**config.mk**
```make
export PLATFORM = sky130hd
export DESIGN_NAME = inv_sub_shift_serial
export DESIGN_NICKNAME = d
export VERILOG_FILES = /design/src/rtl/inv_sub_shift_serial_pkg.sv /design/src/rtl/inv_sub_shift_serial_isbox.sv /design/src/rtl/inv_sub_shift_serial.sv
export SDC_FILE = /design/constraint.sdc
export NUM_CORES = 1
export LEC_CHECK = 0
export ABC_AREA = 1
export BUFFER_PORTS_ARGS = -buffer_cell sky130_fd_sc_hd__buf_2
export CORE_UTILIZATION = 55
export CTS_CLUSTER_DIAMETER = 200
export DETAILED_ROUTE_END_ITERATION = 8
export HOLD_SLACK_MARGIN = 0.06
export PLACE_DENSITY = 0.84
export SLEW_MARGIN = 40
export SYNTH_ARGS = -nofsm -noshare
export SYNTH_HDL_FRONTEND = slang
export SYNTH_SLANG_ARGS = --single-unit
```
**constraint.sdc**
```tcl
create_clock -name clk -period 3.51 [get_ports clk]
set_input_delay 0.702 -clock clk [delete_from_list [all_inputs] [get_ports clk]]
set_output_delay 0.702 -clock clk [all_outputs]
set_load 0.01 [all_outputs]
```
**src/rtl/inv_sub_shift_serial_pkg.sv**
```systemverilog
// Shared AES decryption-round definitions: widths, FSM encoding,
// and the InvShiftRows destination mapping.
package inv_sub_shift_serial_pkg;

  localparam int STATE_W = 128;
  localparam int NBYTES  = 16;

  typedef enum logic [1:0] {
    IDLE = 2'd0,
    RUN  = 2'd1,
    DONE = 2'd2
  } state_t;

  // Byte k sits at row k%4, column k/4; it lands in column (c+r)%4.
  function automatic logic [3:0] inv_shift_index(
    input logic [3:0] k
  );
    logic [1:0] r;
    logic [1:0] c;
    logic [1:0] cn;
    r  = k[1:0];
    c  = k[3:2];
    cn = c + r;
    return {cn, r};
  endfunction

endpackage

```
**src/rtl/inv_sub_shift_serial_isbox.sv**
```systemverilog
// Combinational AES inverse S-box.
// Table entry 0 is the most significant byte of the constant.
module inv_sub_shift_serial_isbox (
  input  logic [7:0] i_byte,
  output logic [7:0] o_byte
);

  localparam logic [2047:0] TBL = {
    128'h52096ad53036a538bf40a39e81f3d7fb,
    128'h7ce339829b2fff87348e4344c4dee9cb,
    128'h547b9432a6c2233dee4c950b42fac34e,
    128'h082ea16628d924b2765ba2496d8bd125,
    128'h72f8f66486689816d4a45ccc5d65b692,
    128'h6c704850fdedb9da5e154657a78d9d84,
    128'h90d8ab008cbcd30af7e45805b8b34506,
    128'hd02c1e8fca3f0f02c1afbd0301138a6b,
    128'h3a9111414f67dcea97f2cfcef0b4e673,
    128'h96ac7422e7ad3585e2f937e81c75df6e,
    128'h47f11a711d29c5896fb7620eaa18be1b,
    128'hfc563e4bc6d279209adbc0fe78cd5af4,
    128'h1fdda8338807c731b11210592780ec5f,
    128'h60517fa919b54a0d2de57a9f93c99cef,
    128'ha0e03b4dae2af5b0c8ebbb3c83539961,
    128'h172b047eba77d626e169146355210c7d
  };

  logic [10:0] w_off;

  // Offset of entry i_byte counted from the LSB end.
  assign w_off  = {~i_byte, 3'b000};
  assign o_byte = TBL[w_off +: 8];

endmodule

```
**src/rtl/inv_sub_shift_serial.sv**
```systemverilog
// Byte-serial InvShiftRows + InvSubBytes stage.
// One inverse S-box is reused over 16 cycles per block.
module inv_sub_shift_serial
  import inv_sub_shift_serial_pkg::*;
#(
  parameter bit SHIFT_EN = 1'b1
) (
  input  logic               clk,
  input  logic               rst_n,
  input  logic               in_valid,
  output logic               in_ready,
  input  logic [STATE_W-1:0] in_state,
  output logic               out_valid,
  input  logic               out_ready,
  output logic [STATE_W-1:0] out_state,
  output logic               busy
);

  state_t             r_state;
  state_t             w_next;
  logic [3:0]         r_cnt;
  logic [STATE_W-1:0] r_src;
  logic [STATE_W-1:0] r_res;

  logic       w_accept;
  logic [3:0] w_dst;
  logic [6:0] w_src_off;
  logic [6:0] w_dst_off;
  logic [7:0] w_src_byte;
  logic [7:0] w_sub_byte;

  // Byte k lives at bits [127-8k -: 8], i.e. offset (15-k)*8.
  assign w_dst      = SHIFT_EN ? inv_shift_index(r_cnt) : r_cnt;
  assign w_src_off  = {~r_cnt, 3'b000};
  assign w_dst_off  = {~w_dst, 3'b000};
  assign w_src_byte = r_src[w_src_off +: 8];
  assign out_state  = r_res;

  inv_sub_shift_serial_isbox u_isbox (
    .i_byte (w_src_byte),
    .o_byte (w_sub_byte)
  );

  // FSM state register.
  always_ff @(posedge clk) begin
    if (!rst_n) r_state <= IDLE;
    else        r_state <= w_next;
  end

  // Next-state decode and handshake outputs.
  always_comb begin
    w_next    = r_state;
    in_ready  = 1'b0;
    out_valid = 1'b0;
    busy      = 1'b0;
    w_accept  = 1'b0;
    unique case (1'b1)
      (r_state == IDLE): begin
        in_ready = 1'b1;
        w_accept = in_valid;
        if (in_valid) w_next = RUN;
      end
      (r_state == RUN): begin
        busy = 1'b1;
        if (r_cnt == 4'd15) w_next = DONE;
      end
      (r_state == DONE): begin
        busy      = 1'b1;
        out_valid = 1'b1;
        if (out_ready) w_next = IDLE;
      end
      default: w_next = IDLE;
    endcase
  end

  // Source capture, byte counter and result byte writes.
  always_ff @(posedge clk) begin
    if (!rst_n) begin
      r_src <= '0;
      r_res <= '0;
      r_cnt <= '0;
    end else if (w_accept) begin
      r_src <= in_state;
      r_res <= '0;
      r_cnt <= '0;
    end else if (r_state == RUN) begin
      r_res[w_dst_off +: 8] <= w_sub_byte;
      r_cnt <= r_cnt + 4'd1;
    end
  end

endmodule
```
==> Implementation_results.wiki <==
{| class="wikitable"
! Metric !! Value
|-
| Area used by sequential logic in the layout || 0.00525 mm²
|-
| Core Region || 0.0242 mm²
|-
| Row count || 57
|-
| Final critical-path share of the clock period || 96.2%
|-
| Worst r2r dst || out_state[42]
|-
| Buffer depth of the longest clock path || 3
|-
| Post-detailed-routing wire length || 51.3 mm
|-
| Initial cell density of the core || 55.9%
|-
| Classification of the worst-slack hold path || in -> reg
|-
| VDD IR max || 0.000589 V
|-
| Critical path launch point type || flop
|-
| Combinational power share || 62.8%
|-
| Via count of the first global-routing pass || 14700
|-
| Ratio of routed vias to standard cells || 5.96
|-
| Footprint of the multi-input gates || 0.00726 mm²
|-
| Lkg Pwr || 7.83 nW
|-
| Sequential cell area fraction in the yosys report || 38.7%
|-
| Total of max-cap violations || 0
|-
| X dimension of the die || 159 µm
|-
| Flop-to-flop setup slack || 0.13 ns
|-
| Number of iterations in the first detailed-routing pass || 6
|-
| Count of final setup violators || 0
|-
| CP Class || reg -> reg
|-
| R2R depth || 17
|-
| Height of the chip || 159 µm
|-
| GPL Wtd Cong || 1.07
|-
| Syn avg cell area || 6.75 µm²
|-
| Initial antenna violation count || 4
|-
| Vias after detailed routing || 15600
|-
| Final HPWL DP || 36.0 mm
|-
| Startpoint of the lowest-slack register-to-register path || r_cnt[0]
|-
| Layout Area Growth over Synthesis || 22.1%
|-
| Number of port buffers || 262
|-
| Global-route wire length before repair || 79.4 mm
|-
| Setup WS pre-CTS || 0.0261 ns
|-
| Synth top area share || 38.7%
|-
| CTS H-tree depth || 1
|-
| Placed cell count || 2551
|-
| Final net count || 2421
|-
| Syn nets || 2169
|-
| Critical path capture point type || flop
|-
| Final standard cell count with taps included and fillers excluded || 2609
|-
| Final max-slew violation count || 0
|-
| Wire length per cell || 19.7 µm
|-
| Worst hold path startpoint || in_state[111]
|-
| Clock insertion delay at the later pin of the skew report || 0.54 ns
|-
| Leading register cell type out of synthesis || sky130_fd_sc_hd__dfxtp_1
|-
| Fraction of layout cells with a size suffix above 1 || 20.4%
|-
| Post-Route Skew || 0.0319 ns
|-
| Outcome || finished, final reports clean
|-
| Min Clock Period, post-route || 3.38 ns
|-
| Instance count along the most critical hold path || 3
|-
| Top-level I/O count || 263
|-
| Clock power frac || 15.8%
|-
| EDFF count, synth || 0
|-
| Data required time at the worst endpoint || 3.92 ns
|-
| Clock tree from TritonCTS || done
|-
| Quantity of hold-fixing buffers added after cts || 0
|-
| Maximum number of pins on one net before global-route repair || 187
|-
| Most area-hungry cell type in the Yosys netlist || sky130_fd_sc_hd__dfxtp_1
|-
| Final worst hold slack || 0.408 ns
|-
| Internal power consumption || 8.42 mW
|-
| Number of CTS-inserted buffers || 26
|-
| Power Dens Cells || 1040 mW/mm²
|-
| Cell count after synthesis || 2010
|-
| Net Switching || 8.73 mW
|-
| Largest cells by area after synthesis || sky130_fd_sc_hd__dfxtp_1, sky130_fd_sc_hd__nand3_1, sky130_fd_sc_hd__o21ai_0
|-
| Detailed router's first-iteration violation count || 1951
|-
| Net switching fraction of the power || 50.9%
|-
| Clock net sink count || 262
|-
| Gr usage total || 39.0%
|-
| Final core utilization || 68.3%
|-
| Die Area || 0.0253 mm²
|-
| Filler instances || 2052
|-
| Total congestion overflow || 0
|-
| Final worst slack || 0.133 ns
|-
| Root Buffer || sky130_fd_sc_hd__clkbuf_16
|-
| Fraction of registers with async set/reset || 0%
|-
| Post-DRT Antenna Nets || 0
|-
| Critical path arrival || 3.79 ns
|-
| Total count of hold-check failures in the final report || 0
|-
| Post-synthesis sequential element count || 262
|-
| Clock-pin transition on the worst setup and hold timing paths || 0.06 ns
|-
| Sequential share of power || 21.4%
|-
| Post-route DRC || 0
|-
| Netlist area before placement || 0.0136 mm²
|-
| Achievable clock frequency || 296 MHz
|-
| Total number of yosys warnings || 0
|-
| Slew of the pin with the lowest slew margin || 0.804 ns
|-
| Number of distinct library cells after synthesis || 37
|-
| Headroom to the max-slew limit || 46.3%
|-
| Top fanout value on the critical path || 27
|-
| Worst Hold Endpoint || r_src[111]
|}
-- layout by cell type, fill, tap and decap left out, types with 2 or more instances in the layout --
master / count
sky130_fd_sc_hd__nand2_4: 3
sky130_fd_sc_hd__nand2_2: 9
sky130_fd_sc_hd__nand4_2: 3
sky130_fd_sc_hd__inv_2: 6
sky130_fd_sc_hd__clkbuf_16: 28
sky130_fd_sc_hd__a21oi_2: 2
sky130_fd_sc_hd__inv_1: 109
sky130_fd_sc_hd__buf_12: 14
sky130_fd_sc_hd__diode_2: 4
sky130_fd_sc_hd__clkinv_8: 2
sky130_fd_sc_hd__buf_4: 89
sky130_fd_sc_hd__nand3_1: 317
sky130_fd_sc_hd__nand3b_1: 2
sky130_fd_sc_hd__o21ai_1: 4
sky130_fd_sc_hd__o211ai_1: 3
sky130_fd_sc_hd__nand4_1: 24
sky130_fd_sc_hd__nor2_1: 182
sky130_fd_sc_hd__ha_1: 27
sky130_fd_sc_hd__a21oi_1: 229
sky130_fd_sc_hd__nand3_4: 2
sky130_fd_sc_hd__buf_6: 4
sky130_fd_sc_hd__nor3_1: 7
sky130_fd_sc_hd__a22oi_1: 2
sky130_fd_sc_hd__nand3_2: 19
sky130_fd_sc_hd__clkinv_2: 2
sky130_fd_sc_hd__clkinv_1: 4
sky130_fd_sc_hd__nor2_2: 6
sky130_fd_sc_hd__dfxtp_1: 261
sky130_fd_sc_hd__clkbuf_8: 4
sky130_fd_sc_hd__clkbuf_1: 10
sky130_fd_sc_hd__o21ai_0: 290
sky130_fd_sc_hd__or2_2: 2
sky130_fd_sc_hd__nand2_1: 337
sky130_fd_sc_hd__buf_2: 262
-- sequential cells by signal (all words and copies together) (netlist names) --
register / count
out_state: 128
r_cnt: 4
r_src: 128
r_state: 2
-- kinds of logic (layout without fill, tap and decap cells) --
group                    Yosys count  count (layout)  synth area share [%]
AO/OA/AOI/OAI                    537             537                  20.2
buffers and inverters            267             538                  8.43
AND/OR/NAND/NOR                  915             915                  30.1
adder cells (fa/ha/maj)           27              27                  2.49
other                              0               4                     0
XOR/XNOR                           2               2                 0.129
flip-flops                       262             262                  38.7
-- worst max-delay path: stages, from the launching register on --
cell and delay, ns:
sky130_fd_sc_hd__dfxtp_2 0.43, sky130_fd_sc_hd__buf_12 0.21, sky130_fd_sc_hd__buf_6 0.23, sky130_fd_sc_hd__nand2_1 0.08, sky130_fd_sc_hd__nand3_1 0.08, sky130_fd_sc_hd__nand3_1 0.12, sky130_fd_sc_hd__nand3_2 0.16, sky130_fd_sc_hd__nand2_4 0.19
sky130_fd_sc_hd__buf_4 0.22, sky130_fd_sc_hd__nand2_1 0.27, sky130_fd_sc_hd__nand3_1 0.16, sky130_fd_sc_hd__nand3_1 0.14, sky130_fd_sc_hd__nand3_1 0.10, sky130_fd_sc_hd__nand3_1 0.24, sky130_fd_sc_hd__nand3_2 0.19, sky130_fd_sc_hd__nand4_1 0.18
sky130_fd_sc_hd__buf_4 0.17, sky130_fd_sc_hd__a21oi_1 0.07
-- worst max-delay path by stage --
stage / startpoint / to / slack, ns / cells after the start
after detailed placement: r_cnt[0] / out_state[88] / 0.03 / 19
after floorplan: r_cnt[0] / out_state[113] / 0.55 / 20
after CTS: r_cnt[0] / out_state[88] / 0.03 / 19
after global placement: r_cnt[0] / out_state[61] / 0.09 / 17
final: r_cnt[0] / out_state[42] / 0.13 / 17
after global routing: r_cnt[0] / out_state[54] / -0.02 / 19
-- synth_stat cells, types with 2 or more instances --
cell                         n
sky130_fd_sc_hd__ha_1       27
sky130_fd_sc_hd__nand2_1   341
sky130_fd_sc_hd__o21ai_0   291
sky130_fd_sc_hd__a21oi_1   231
sky130_fd_sc_hd__nand3b_1    2
sky130_fd_sc_hd__nor2_2      3
sky130_fd_sc_hd__nand2_2     7
sky130_fd_sc_hd__inv_1     109
sky130_fd_sc_hd__nand4_1    24
sky130_fd_sc_hd__o21ai_1     3
sky130_fd_sc_hd__nor3_1      7
sky130_fd_sc_hd__nor2_1    186
sky130_fd_sc_hd__o211ai_1    3
sky130_fd_sc_hd__clkinv_1    4
sky130_fd_sc_hd__buf_6       4
sky130_fd_sc_hd__clkbuf_1   79
sky130_fd_sc_hd__nand4_2     3
sky130_fd_sc_hd__nand3_1   322
sky130_fd_sc_hd__a22oi_1     2
sky130_fd_sc_hd__dfxtp_1   262
sky130_fd_sc_hd__inv_2       7
sky130_fd_sc_hd__buf_1       7
sky130_fd_sc_hd__buf_4      16
sky130_fd_sc_hd__or2_2       2
sky130_fd_sc_hd__nand3_2    16
sky130_fd_sc_hd__buf_2      41
-- power by group through the flow --
stage | Clock (mW) | Combinational (mW) | Sequential (mW)
after global routing | 2.84 | 11.6 | 3.71
after CTS | 2.72 | 10.1 | 3.65
final | 2.71 | 10.8 | 3.66
after detailed placement | 0 | 10.1 | 3.71
after global placement | 0 | 10.1 | 3.69
after floorplan | 0 | 6.42 | 3.68
-- layer usage --
metal | share of wire (%) | up-vias | global-route usage (%)
met2 | 46 | 964 | 62.9
met5 | 0 | - | 0
met1 | 38 | 7094 | 48.8
met4 | 6.3 | 0 | 23.5
met3 | 9.2 | 203 | 6.75
li1 | - | 7297 | -
-- stage by stage --
| step | setup TNS (ns) | cell area (µm²) | total power, mW |
|---|---|---|---|
| finish | 0 | 16600 | 17.2 |
| global route | -0.0568 | 16600 | 18.1 |
| CTS | 0 | 16400 | 16.5 |
| detailed placement | 0 | 15600 | 13.8 |
| global placement | 0 | 15600 | 13.8 |
| floorplan | 0 | 13600 | 10.1 |
-- area by class of cell --
cell class | count | area share (%)
multi-input combinational | 1481 | 43.8
antenna | 4 | 0.0604
timing repair buffer | 371 | 14.2
sequential | 262 | 31.7
inverter | 120 | 2.73
clock buffer | 40 | 4.49
tap | 324 | 2.45
clock inverter | 7 | 0.536
-- timing repair --
| action | in CTS | in global routing |
|---|---|---|
| resized for setup | 0 | 18 |
| setup buffers | 0 | 5 |
| endpoints found under the setup margin | 0 | 102 |
Power figures use the tool's default switching activity.
